$ cat config.mk
export PLATFORM = sky130hd
export DESIGN_NAME = alu_arbiter
export DESIGN_NICKNAME = d
export VERILOG_FILES = /design/src/rtl/alu_arbiter.sv
export SDC_FILE = /design/constraint.sdc
export NUM_CORES = 1
export LEC_CHECK = 0
export CELL_PAD_IN_SITES_DETAIL_PLACEMENT = 1
export CELL_PAD_IN_SITES_GLOBAL_PLACEMENT = 1
export CORE_AREA = 3 3 148 150
export CTS_BUF_LIST = sky130_fd_sc_hd__clkbuf_8 sky130_fd_sc_hd__clkbuf_16
export CTS_CLUSTER_SIZE = 25
export DETAILED_ROUTE_END_ITERATION = 8
export DIE_AREA = 0 0 151 153
export HOLD_SLACK_MARGIN = 0.06
export PLACE_DENSITY_LB_ADDON = 0.1
export SYNTH_ARGS = -nofsm -noshare
export SYNTH_HDL_FRONTEND = slang
export SYNTH_HIERARCHICAL = 1
export SYNTH_SLANG_ARGS = --single-unit
$ cat constraint.sdc
create_clock -name clk -period 10.4 [get_ports clk]
set_clock_uncertainty 0.2 [all_clocks]
set_input_delay 2.6 -clock clk [delete_from_list [all_inputs] [get_ports clk]]
set_output_delay 2.6 -clock clk [all_outputs]
set_load 0.01 [all_outputs]
$ cat src/rtl/alu_arbiter.sv
// Two-requester round-robin front end for the team ALU. One operation is in
// flight at a time (IDLE -> EXEC -> RESP), and a saturating counter tracks completions.

module alu (
  input  logic [1:0]  control,
  input  logic [31:0] input_a,
  input  logic [31:0] input_b,
  output logic [31:0] result,
  output logic        overflow,
  output logic        carry,
  output logic        negative,
  output logic        zero
);

  logic        sub;
  logic [31:0] b_eff;
  logic [32:0] sum;

  // SUB is a + ~b + 1, so carry is the no-borrow indication.
  always_comb begin
    sub      = (control == 2'b01);
    b_eff    = sub ? ~input_b : input_b;
    sum      = {1'b0, input_a} + {1'b0, b_eff} + {32'd0, sub};
    result   = '0;
    overflow = 1'b0;
    carry    = 1'b0;
    case (control)
      2'b00, 2'b01: begin
        result   = sum[31:0];
        carry    = sum[32];
        overflow = (input_a[31] == b_eff[31]) && (sum[31] != input_a[31]);
      end
      2'b10:   result = input_a & input_b;
      default: result = input_a | input_b;
    endcase
    negative = result[31];
    zero     = (result == 32'd0);
  end

endmodule

module alu_arbiter (
  input  logic        clk,
  input  logic        rst_n,
  input  logic [1:0]  req_valid,
  output logic [1:0]  req_ready,
  input  logic [1:0]  req_control0,
  input  logic [1:0]  req_control1,
  input  logic [31:0] req_a0,
  input  logic [31:0] req_b0,
  input  logic [31:0] req_a1,
  input  logic [31:0] req_b1,
  output logic        rsp_valid,
  input  logic        rsp_ready,
  output logic        rsp_source,
  output logic [31:0] rsp_result,
  output logic        rsp_overflow,
  output logic        rsp_carry,
  output logic        rsp_negative,
  output logic        rsp_zero,
  output logic        busy,
  output logic [15:0] op_count
);

  localparam logic [1:0] IDLE = 2'd0;
  localparam logic [1:0] EXEC = 2'd1;
  localparam logic [1:0] RESP = 2'd2;

  logic [1:0]  state;
  logic        prio;
  logic        src;
  logic [1:0]  lat_control;
  logic [31:0] lat_a;
  logic [31:0] lat_b;
  logic        grant_any;
  logic        grant_idx;
  logic        accept;
  logic [31:0] alu_result;
  logic        alu_overflow;
  logic        alu_carry;
  logic        alu_negative;
  logic        alu_zero;

  alu u_alu (
    .control  (lat_control),
    .input_a  (lat_a),
    .input_b  (lat_b),
    .result   (alu_result),
    .overflow (alu_overflow),
    .carry    (alu_carry),
    .negative (alu_negative),
    .zero     (alu_zero)
  );

  // Priority holder wins; the other requester is served only when it is alone.
  always_comb begin
    grant_any = 1'b0;
    grant_idx = prio;
    if (req_valid[prio]) begin
      grant_any = 1'b1;
      grant_idx = prio;
    end else if (req_valid[~prio]) begin
      grant_any = 1'b1;
      grant_idx = ~prio;
    end
    req_ready = 2'b00;
    if ((state == IDLE) && rst_n && grant_any) req_ready[grant_idx] = 1'b1;
  end

  assign accept     = |(req_valid & req_ready);
  assign rsp_valid  = (state == RESP);
  assign busy       = (state != IDLE);
  assign rsp_source = src;

  always_ff @(posedge clk) begin
    if (!rst_n) begin
      state        <= IDLE;
      prio         <= 1'b0;
      src          <= 1'b0;
      lat_control  <= 2'b00;
      lat_a        <= '0;
      lat_b        <= '0;
      rsp_result   <= '0;
      rsp_overflow <= 1'b0;
      rsp_carry    <= 1'b0;
      rsp_negative <= 1'b0;
      rsp_zero     <= 1'b0;
      op_count     <= '0;
    end else begin
      case (state)
        IDLE: begin
          if (accept) begin
            src         <= grant_idx;
            lat_control <= grant_idx ? req_control1 : req_control0;
            lat_a       <= grant_idx ? req_a1 : req_a0;
            lat_b       <= grant_idx ? req_b1 : req_b0;
            state       <= EXEC;
          end
        end
        EXEC: begin
          rsp_result   <= alu_result;
          rsp_overflow <= alu_overflow;
          rsp_carry    <= alu_carry;
          rsp_negative <= alu_negative;
          rsp_zero     <= alu_zero;
          state        <= RESP;
        end
        RESP: begin
          // Handing priority to the other requester is what prevents starvation.
          if (rsp_ready) begin
            state <= IDLE;
            prio  <= ~src;
            if (op_count != 16'hFFFF) op_count <= op_count + 16'd1;
          end
        end
        default: state <= IDLE;
      endcase
    end
  end

endmodule
---- Yosys cells after proc, flatten, opt, wreduce, memory -nomap -nowiden ----
Cells that the tools add are included.
operators by class
  $add $sub $neg .......................... 3
  reduce and logical (&&, ||, !) cells .... 14
  multiplexer cells ....................... 21
  eq/ne operators ......................... 9
  bitwise operators ....................... 6
  order comparisons ....................... 4
operators by type and width
  kind                                                 count
  2-to-1 mux 32 bit                                    3
  one-hot mux 32 bit (2 select lines)                  1
  adder 32 x 32 -> 33 bit                              1
  adder 33 x 1 -> 33 bit                               1
  AND 32 bit                                           1
  logical NOT 32 bit                                   1
  inverter 32 bit                                      1
  bitwise OR 32 bit                                    1
  adder 16 x 1 -> 16 bit (second input constant)       1
  != test 16 bit (second input constant)               1
  2-to-1 mux 1 bit                                     11
  2-to-1 mux 2 bit                                     4
  < comparator 1 x 2 -> 1 bit (second input constant)  3
  one-hot mux 2 bit (3 select lines)                   1
  AND reduction 2 bit                                  3
  == test 2 x 1 -> 1 bit (second input constant)       2
  == test 2 bit (second input constant)                2
  logical AND 1 bit                                    4
  logical NOT 2 bit                                    2
  OR reduction 2 bit                                   2
  AND reduction 3 bit                                  1
  AND 2 bit                                            1
  != test 2 x 1 -> 1 bit (second input constant)       1
  != test 2 bit (second input constant)                1
  other kinds (6)                                      7
word-level totals
  word-level logic and storage cells ...... 69
  bits in registers ....................... 122
  bits of input ports ..................... 137

---- Logic depth before layout (Yosys ltp) ----
Gate-level depths: netlist (run 1).
  depth after elaboration ................. 14
  depth in mapped cells ................... 21
  mapped depth without buffers ............ 17

---- Modules after synthesis ----
The synthesis (run 1) kept the hierarchy.
modules (own cells, without submodules)
  module       seq. area each (um2)  area each (um2)  instances  cells each
  alu_arbiter  2442.3                5111.2           1          573
  alu          0.0                   3151.8           1          441

---- Worst setup path after synthesis (run 1) ----
OpenSTA, ideal clock, no wires.
  kind .................................... input port to output port
  from .................................... input req_valid[1]
  to ...................................... output req_ready[1]
  slack ................................... 3.736 ns
  arrival time ............................ 3.864 ns
  stages .................................. 6
  data required time ...................... 7.600 ns
  path buffers ............................ 3
  cells stage by stage .................... inv_1 > maj3_1 > clkbuf_1 > buf_2 > buf_2 > nor4_1
on the way
  cells in the longest elaborated chain, start to end .. 9
RTL lines
  item                                                                                                           line  source
  start: declaration                                                                                             45    input logic [1:0] req_valid,
  2-to-1 mux 1 bit (implied by the code) (2 in series)                                                           102   end else if (req_valid[~prio]) begin
  2-to-1 mux 1 bit                                                                                               102
  2-to-1 mux 1 bit                                                                                               99    if (req_valid[prio]) begin
  < comparator 1 x 2 -> 1 bit (implied by the code) / greater-or-equal comparator 1 bit (equally long branches)  107   if ((state == IDLE) && rst_n && grant_any) req_ready[grant_idx] = 1'b1;
  logical AND 1 bit (implied by the code)                                                                        107
  2-to-1 mux 1 bit (implied by the code)                                                                         107
  demux 1 bit (select 1 bit)                                                                                     107
  2-to-1 mux 2 bit *                                                                                             107
  end: declaration                                                                                               46    output logic [1:0] req_ready,
Mark *: on every way between the ends. The rest lies on a longest branch, timed or not. The select of a mux whose other input is x is not followed.

---- Worst setup path in the final report (run 1) ----
  from .................................... input rst_n
  to ...................................... output req_ready[0]
on the way
  cells in the longest elaborated chain, start to end .. 3
RTL lines
  item                             line  source
  start: declaration               44    input logic rst_n,
  logical AND 1 bit (2 in series)  107
  2-to-1 mux 2 bit                 107
No other way between the ends.

==> results of run 1 <==
-- power by group --
group | switching (mW) | internal [mW] | leakage (nW)
clock network | 0.238 | 0.352 | 0.275
registers | 0.0405 | 0.507 | 0.999
logic | 0.306 | 0.245 | 2.88
total | 0.584 | 1.10 | 4.16
-- metal layers --
layer | vias to the layer above | track usage (%) | share of wire (%) | wire length (um)
met5 | - | 0 | 0 | 0
met4 | 0 | 5.829 | 1.2 | 326
met3 | 26 | 4.536 | 4.9 | 1306
met2 | 201 | 33.75 | 44 | 11520
met1 | 3800 | 33.65 | 50 | 13270
li1 | 4006 | - | - | -
-- worst max-delay path: cells and delay by family --
| family | cells | cell delay (ns) |
|---|---|---|
| and+or+nand+nor | 2 | 0.48 |
| buffers and inverters | 4 | 2.03 |
-- registers in the layout, indices dropped and copies added (netlist names) --
register      cells
lat_a            32
lat_b            32
rsp_result       32
op_count         16
lat_control       2
state             2
prio              1
rsp_carry         1
rsp_negative      1
rsp_overflow      1
rsp_source        1
rsp_zero          1
-- cell type report --
type,instances,area [um^2]
Fill cell,2506,9966
Multi-Input combinational cell,802,5418
Sequential cell,122,2444
Timing Repair Buffer,202,1999
Clock buffer,17,425.4
Tap cell,275,344.1
Clock inverter,15,150.1
Inverter,20,76.32
-- placed cells by master, fill, tap and decap left out, types with 5 or more instances in the layout --
master and count:
clkinv_2 6, xnor2_1 42, maj3_1 25, dfxtp_1 121, nor4_1 6, nand4_1 15, nand2b_1 8, xor2_1 12
nor2_1 90, a21oi_1 90, nor3_1 12, nand3_1 17, a21o_1 9, buf_4 9, inv_1 19, o31a_1 5
o21ai_0 43, ha_1 42, clkbuf_16 17, a211oi_1 72, o211ai_1 6, o21a_1 8, or4_1 16, mux2i_1 69
o31ai_1 14, and3_1 5, clkdlybuf4s50_1 193, nand2_1 122
-- cells by family (layout without fill, tap and decap cells) --
kind of cell / count (synthesis) / after routing
AO/OA/AOI/OAI: 284 / 284
XOR/XNOR: 54 / 54
adder cells (fa/ha/maj): 69 / 69
buffers and inverters: 90 / 254
flip-flops: 122 / 122
multiplexers: 70 / 70
AND/OR/NAND/NOR: 325 / 325
-- path summary, 6_finish.rpt --
path                                               endpoint  cells after the start  slack, ns
worst min-delay path            rsp_result[16]$_SDFFE_PN0N_                      2       0.25
worst max-delay path                           req_ready[0]                      6       2.48
worst max register to register        rsp_zero$_SDFFE_PN0N_                     18       4.99
worst min register to register  rsp_result[16]$_SDFFE_PN0N_                      2       0.25
==> reports/metrics.cfg, run 1 <==
[synth]
netlist.area_leader.share_pct = 29.56
synthAdderAreaFrac_pct = 9.752
syn_area_um2 = 8263
yosysWarnings = 6
avgSynthCellArea_um2 = 8.149
synthMuxAreaShare_pct = 8.495
yosys.area_share.simple_pct = 19.00
synth_edf_count = 0
synth_xor_area_share_pct = 5.724
seq_area_frac_synth_pct = 29.56
synth_async_sr_flop_share_pct = 0
synthTopCellsByArea = dfxtp_1 (30%), mux2i_1 (8.4%), a211oi_1 (6.5%)
syn-num-nets = 1194
synth_commonest_cells = dfxtp_1 (122), nand2_1 (122), a21oi_1 (90), nor2_1 (90), a211oi_1 (72)
syn_inst = 1014
synth_top_family_by_area = compound AO/OA/AOI/OAI gates
ys_types = 75
synth_compound_area_share_pct = 22.47
dominantRegCellSynth = dfxtp_1
synth_seq_cells = 122
yosys.area.top_type = dfxtp_1

[routing]
drtIter0Drc = 438
drc = 0
dr.pass1.iters = 5
post_drt_via_cell_ratio = 5.529
wire_per_inst_um = 18.18
ant_nets = 0
vias = 8033
routed_wl_um = 26420

[finish]
drive_gt1_share_pct = 5.433
nNetsFinal = 1345
n_antenna_cell = 0
final_area_um2 = 10860
fin_cells = 1453
post-route-util_pct = 52.14
area_growth_pct = 31.39

[power]
powerDensity_nw_per_um2 = 155.5
leakage_nw = 4.157
max-vdd-ir-drop_mv = 0.1128
power_mw = 1.688

[min_path]
hold_path.startpoint = rsp_result[16]$_SDFFE_PN0N_
hold_path_class = reg2reg

[global_route]
grt_pass1_wl_um = 42350
first_global_vias = 7881
grt_overflow = 0
grt_usage_pct = 22.76
grt_max_degree = 110
antenna_found_initial = 0

[die]
coreArea_um2 = 20820
rows = 53
die-height_um = 153
start_util_pct = 39.68
chipWidth_um = 151
ios = 194
die-area_um2 = 23100

[timing]
finalWorstSetupSlack_ns = 2.485
max_slew_margin_pct = 12.29
worst_pin_slew_ns = 1.306
slew_violations = 0
hold_viol_final = 0
setup_tns_ns = 0
max_freq_ghz = 0.1263
worst_hold_slack_ns = 0.2526
rsz0062_at_grt = no
period_share_pct = 76.11
period_minus_slack_ns = 7.915
setup_viol = 0

[cts]
postCtsSetupBuffers = 0
clkTransAtPathRegs_ns = 0.06
cts_made_buffers = 17
hold_buffers = 0
clock_path_buffers = 2
root_buffer = clkbuf_16
clkSinkCount = 122
post_cts_resized = 0
clk_latency_ns = 0.43
cts_tree = done
cts_htree_levels = 4

[setup_path]
reg2reg_from = lat_control[1]$_SDFFE_PN0P_
cp.required_ns = 7.60
slowest_delay_ns = 0.64
critPathLaunch = rst_n
crit_type = in2out
cp-end-kind = output port
worstPathMaxFanout = 81
path_cells = clkdlybuf4s50_1 > clkinv_2 > nor3_4 > buf_4 > and2_1 > clkdlybuf4s50_1
start_kind = primary input
cp_data_arrival_time_ns = 5.12
slowest_stage = clkdlybuf4s50_1
cp_common_cell = clkdlybuf4s50_1

[place]
place_inst = 1421
placed_area_um2 = 10280
port_buffers = 193
gp_congestion = 0.8641
hpwl_um = 19930
pre_cts_ws_ns = 2.447

[flow_run]
drv_cap = 0

[status]
status = finished clean

(Power assumes the default switching activity.)
==> run 2, diff against run 1 <==
Settings changed: CORE_AREA 3 3 148 150 to 3 3 154 156, DIE_AREA 0 0 151 153 to 0 0 157 159.
Clock period 10.4 ns to 7.7 ns, I/O delays scaled along.
==> run 2 against run 1 <==
Cell count grew 0.69%. Flip-flop and latch count is the same. Via count shrank 0.96%. Worst setup slack lost 0.76 ns. Combinational power grew 35%. Core utilization shrank 3.7 points. First-iteration DRC count shrank 24%. Worst hold slack is essentially flat. Design area grew 0.35%. Largest cell class unchanged.
==> reports/metrics.cfg, run 2 (same netlist as run 1, synthesis figures left out) <==
[status]
status = finished clean

[routing]
vias = 7956
ant_nets = 0
wire_per_inst_um = 17.94
dr.pass1.iters = 4
drc = 0
post_drt_via_cell_ratio = 5.438
drtIter0Drc = 335
routed_wl_um = 26250

[die]
die-area_um2 = 24960
coreArea_um2 = 22500
rows = 55
start_util_pct = 36.72
die-height_um = 159
ios = 194
chipWidth_um = 157

[setup_path]
path_depth = 5
slowest_stage = clkdlybuf4s50_1
critPathLaunch = req_valid[1]
cp.required_ns = 5.58
path_buf_inv = 3
cp_common_cell = clkdlybuf4s50_1
start_kind = primary input
cp-end-kind = output port
slowest_delay_ns = 0.58
worstPathMaxFanout = 32
rrSetupSlack_ns = 1.86
r2r_cells = 17
path_delay_family = buffers and inverters
crit_type = in2out
path_cells = clkdlybuf4s50_1 > inv_1 > maj3_4 > nor4_1 > clkdlybuf4s50_1
cp_data_arrival_time_ns = 3.85
reg2reg_from = lat_control[1]$_SDFFE_PN0P_

[finish]
reg_top3 = lat_a x32, lat_b x32, rsp_result x32
n_antenna_cell = 0
nNetsFinal = 1345
drive_gt1_share_pct = 5.433
final_common_cell = clkdlybuf4s50_1
area_growth_pct = 31.84
final_cell_mix = clkdlybuf4s50_1 (193), nand2_1 (121), dfxtp_1 (121)

[min_path]
hold_path_class = reg2reg
hold_depth = 2
hold_path.startpoint = rsp_result[13]$_SDFFE_PN0N_

[power]
p_int_mw = 1.510
max-vdd-ir-drop_mv = 0.1244
p_clk_share_pct = 35.7
power.share.sequential_pct = 32.1
p_sw_mw = 0.7832
powerDensity_nw_per_um2 = 210.5
switching_share_pct = 34.15
leakage_nw = 4.174
p_comb_share_pct = 32.3

[cts]
postCtsSetupBuffers = 0
hold_buffers = 0
post_cts_resized = 0
clkSinkCount = 122
clkTransAtPathRegs_ns = 0.06
root_buffer = clkbuf_16
clk_latency_ns = 0.42
cts_tree = done
clock_path_buffers = 2
cts_made_buffers = 17
cts_htree_levels = 4

[global_route]
grt_util_met2_pct = 32.40
first_global_vias = 7889
grt_usage_pct = 20.68
met1_usage_pct = 29.56
busiest_layer = met2
use_met3_pct = 3.724
antenna_found_initial = 1
grt_max_degree = 90
grt_overflow = 0
grt_pass1_wl_um = 41830

[timing]
worst_pin_slew_ns = 1.237
hold_viol_final = 0
period_share_pct = 77.58
max_freq_ghz = 0.1674
setup_tns_ns = 0
setup_viol = 0
max_slew_margin_pct = 16.90
finalWorstSetupSlack_ns = 1.726
period_minus_slack_ns = 5.974
slew_violations = 0
rsz0062_at_grt = no

[flow_run]
drv_cap = 0

[place]
gp_congestion = 0.8348
pre_cts_ws_ns = 1.727
port_buffers = 193
hpwl_um = 19720

-- run 2: worst paths after layout --
kind	to
hold / removal	rsp_result[13]$_SDFFE_PN0N_
hold reg to reg	rsp_result[13]$_SDFFE_PN0N_
setup / recovery	req_ready[1]
setup reg to reg	rsp_zero$_SDFFE_PN0N_
-- run 2: through the flow --
| step | hold slack [ns] | cells | utilization [%] | power, mW | area (um^2) |
|---|---|---|---|---|---|
| after global placement | 0.2446 | 1431 | 45.75 | 1.471 | 10300 |
| after floorplan | 0.2363 | 1014 | - | 1.233 | 8263 |
| after global routing | 0.2795 | 1463 | 48.41 | 2.425 | 10890 |
| final | 0.2524 | 1463 | 48.41 | 2.293 | 10890 |
| after detailed placement | 0.2470 | 1431 | 45.75 | 1.485 | 10300 |
| after CTS | 0.2554 | 1463 | 48.41 | 2.312 | 10890 |
-- run 2: cell type report --
class	instances	area, um^2
fill	2647	11610
sequential	122	2444
clock buffer	19	452.9
inverter	20	76.32
clock inverter	13	145.1
tap	285	356.6
timing repair buffer	202	1999
multi-input combinational	802	5420
-- run 2: power by group through the flow --
stage / Clock (mW) / Combinational [mW] / Sequential, mW
2_1_floorplan: 0 / 0.490 / 0.743
3_3_place_gp: 0 / 0.724 / 0.748
3_5_place_dp: 0 / 0.735 / 0.750
4_1_cts: 0.834 / 0.742 / 0.736
5_1_grt: 0.864 / 0.817 / 0.744
6_report: 0.818 / 0.740 / 0.736
-- run 2: layer usage --
metal | up-vias | routed length, um
met3 | 19 | 1106
met4 | 2 | 350
li1 | 4013 | -
met5 | - | 14
met1 | 3753 | 12850
met2 | 169 | 11920
-- run 2: worst min-delay path, cell delays in order (launching register included) --
cell     delay [ns]
dfxtp_1        0.30
nand2_1        0.05
a21oi_1        0.05
==> run 3, diff against run 2 <==
Clock period 7.7 ns to 6.1 ns, I/O delays scaled along.
==> run 3 against run 2 <==
Combinational power is 26% higher. Power is 25% higher. Die area stayed put. Core utilization hardly changed. Non-clock buffer count is 3 higher. First-iteration DRC count is 13% higher. Sequential power is 26% higher. Flip-flop and latch count stayed put. Sequential share of layout area hardly changed. Highest routed layer unchanged.
==> reports/metrics.cfg, run 3 (same netlist as run 1, synthesis figures left out) <==
[cts]
root_buffer = clkbuf_16
post_cts_resized = 0
cts_htree_levels = 4
clock_path_buffers = 2
postCtsSetupBuffers = 0
hold_buffers = 0
clk_latency_ns = 0.44
cts_tree = done
cts_made_buffers = 17
clkSinkCount = 122
clkTransAtPathRegs_ns = 0.07

[routing]
wl_met3_um = 1114
topRoutingLayerUsed = met5
ant_nets = 0
drtIter0Drc = 378
wl_met2_um = 11910
wl_met1_um = 12910
drc = 0
dr.pass1.iters = 5
wire_per_inst_um = 17.92
vias = 8044
routed_wl_um = 26280
post_drt_via_cell_ratio = 5.487

[setup_path]
path_cells = clkdlybuf4s50_1 > clkinv_2 > nor3_4 > and2_1 > clkdlybuf4s50_1
cp_data_arrival_time_ns = 3.36
r2r_end = rsp_zero$_SDFFE_PN0N_
worstPathMaxFanout = 10
reg2reg_from = lat_control[1]$_SDFFE_PN0P_
slowest_stage = clkdlybuf4s50_1
cp_common_cell = clkdlybuf4s50_1
path_delay_family = buffers and inverters
rrSetupSlack_ns = 1.04
r2r_cells = 16
crit_type = in2out
slowest_delay_ns = 0.64
cp-end-kind = output port
cp.required_ns = 4.38
start_kind = primary input
path_buf_inv = 3

[finish]
reg_top3 = lat_a x32, lat_b x32, rsp_result x32
num-fill-cells = 2679
final_common_cell = clkdlybuf4s50_1
drive_gt1_share_pct = 5.673
area_growth_pct = 31.74
nNetsFinal = 1348
final_area_um2 = 10890
final_cell_mix = clkdlybuf4s50_1 (193), nand2_1 (121), dfxtp_1 (121)
n_antenna_cell = 0

[power]
p_sw_mw = 1.012
p_int_mw = 1.849
power.share.sequential_pct = 32.5
powerDensity_nw_per_um2 = 262.9
p_comb_share_pct = 32.7
p_clk_share_pct = 34.8
max-vdd-ir-drop_mv = 0.1411
switching_share_pct = 35.37
leakage_nw = 4.174

[timing]
rsz0062_at_grt = no
setup_viol = 0
max_slew_margin_pct = 16.49
period_share_pct = 83.40
slew_violations = 0
max_freq_ghz = 0.1966
setup_tns_ns = 0
hold_viol_final = 0
period_minus_slack_ns = 5.087
worst_pin_slew_ns = 1.243

[die]
rows = 55
coreArea_um2 = 22500
start_util_pct = 36.72
die-area_um2 = 24960
chipWidth_um = 157
die-height_um = 159
ios = 194

[place]
gp_congestion = 0.8345
hpwl_um = 19660
placed_area_um2 = 10310
port_buffers = 193

[global_route]
grt_usage_pct = 20.76
grt_overflow = 0
grt_max_degree = 110
first_global_vias = 7842
grt_pass1_wl_um = 41820
antenna_found_initial = 1

[min_path]
hold_path_end = rsp_result[24]$_SDFFE_PN0N_
hold_path_class = reg2reg
hold_path.startpoint = rsp_result[24]$_SDFFE_PN0N_
hold_depth = 2

[status]
status = finished clean

[flow_run]
drv_cap = 0

## run 3: changes by cell type in the layout (fill, tap and decap cells not counted), sizes merged
cell	delta
buf	+2
inv	+3
bufinv	-1
clkbuf	-1
## run 3: routing by layer
metal | track usage, % | up-vias
met1 | 29.28 | 3820
met3 | 3.968 | 22
met2 | 32.55 | 178
met5 | 0 | -
li1 | - | 4022
met4 | 5.292 | 2
## run 3: area by class of cell
| type | count | area [um^2] | area share, % |
|---|---|---|---|
| Clock inverter | 15 | 143.9 | 1.322 |
| Timing Repair Buffer | 205 | 2019 | 18.55 |
| Tap cell | 285 | 356.6 | 3.276 |
| Clock buffer | 17 | 425.4 | 3.908 |
| Multi-Input combinational cell | 802 | 5420 | 49.79 |
| Inverter | 20 | 76.32 | 0.7012 |
| Sequential cell | 122 | 2444 | 22.45 |
## run 3: how the worst max path moves through the flow
stage                            endpoint                        start  depth (start not counted)
global placement             req_ready[0]                        rst_n                          5
CTS                 rsp_zero$_SDFFE_PN0N_  lat_control[1]$_SDFFE_PN0P_                         16
detailed placement           req_ready[0]                        rst_n                          5
global route        rsp_zero$_SDFFE_PN0N_  lat_control[1]$_SDFFE_PN0P_                         17
finish                       req_ready[0]                        rst_n                          5
floorplan           rsp_zero$_SDFFE_PN0N_  lat_control[0]$_SDFFE_PN0P_                         20
## run 3: worst min-delay path: cells and delay by family, from the launching register on
family	cells	cell delay, ns
simple gates	1	0.05
compound gates	1	0.05
flops	1	0.31
## run 3: power by group through the flow
stage	Combinational (mW)	Clock [mW]	Sequential, mW
2_1_floorplan	0.619	0	0.938
3_3_place_gp	0.915	0	0.946
3_5_place_dp	0.928	0	0.949
4_1_cts	0.937	1.02	0.932
5_1_grt	1.04	1.06	0.941
6_report	0.936	0.994	0.931
## run 3: per-stage QoR
stage	hold WS, ns	instances	total power, mW	worst slack (ns)	util, %
global placement	0.2428	1433	1.861	1.025	45.82
CTS	0.2554	1465	2.886	0.9766	48.35
detailed placement	0.2462	1433	1.877	0.9931	45.82
floorplan	0.2363	1014	1.556	0.5099	-
global route	0.2792	1466	3.037	0.5546	48.37
finish	0.2515	1466	2.861	1.013	48.37
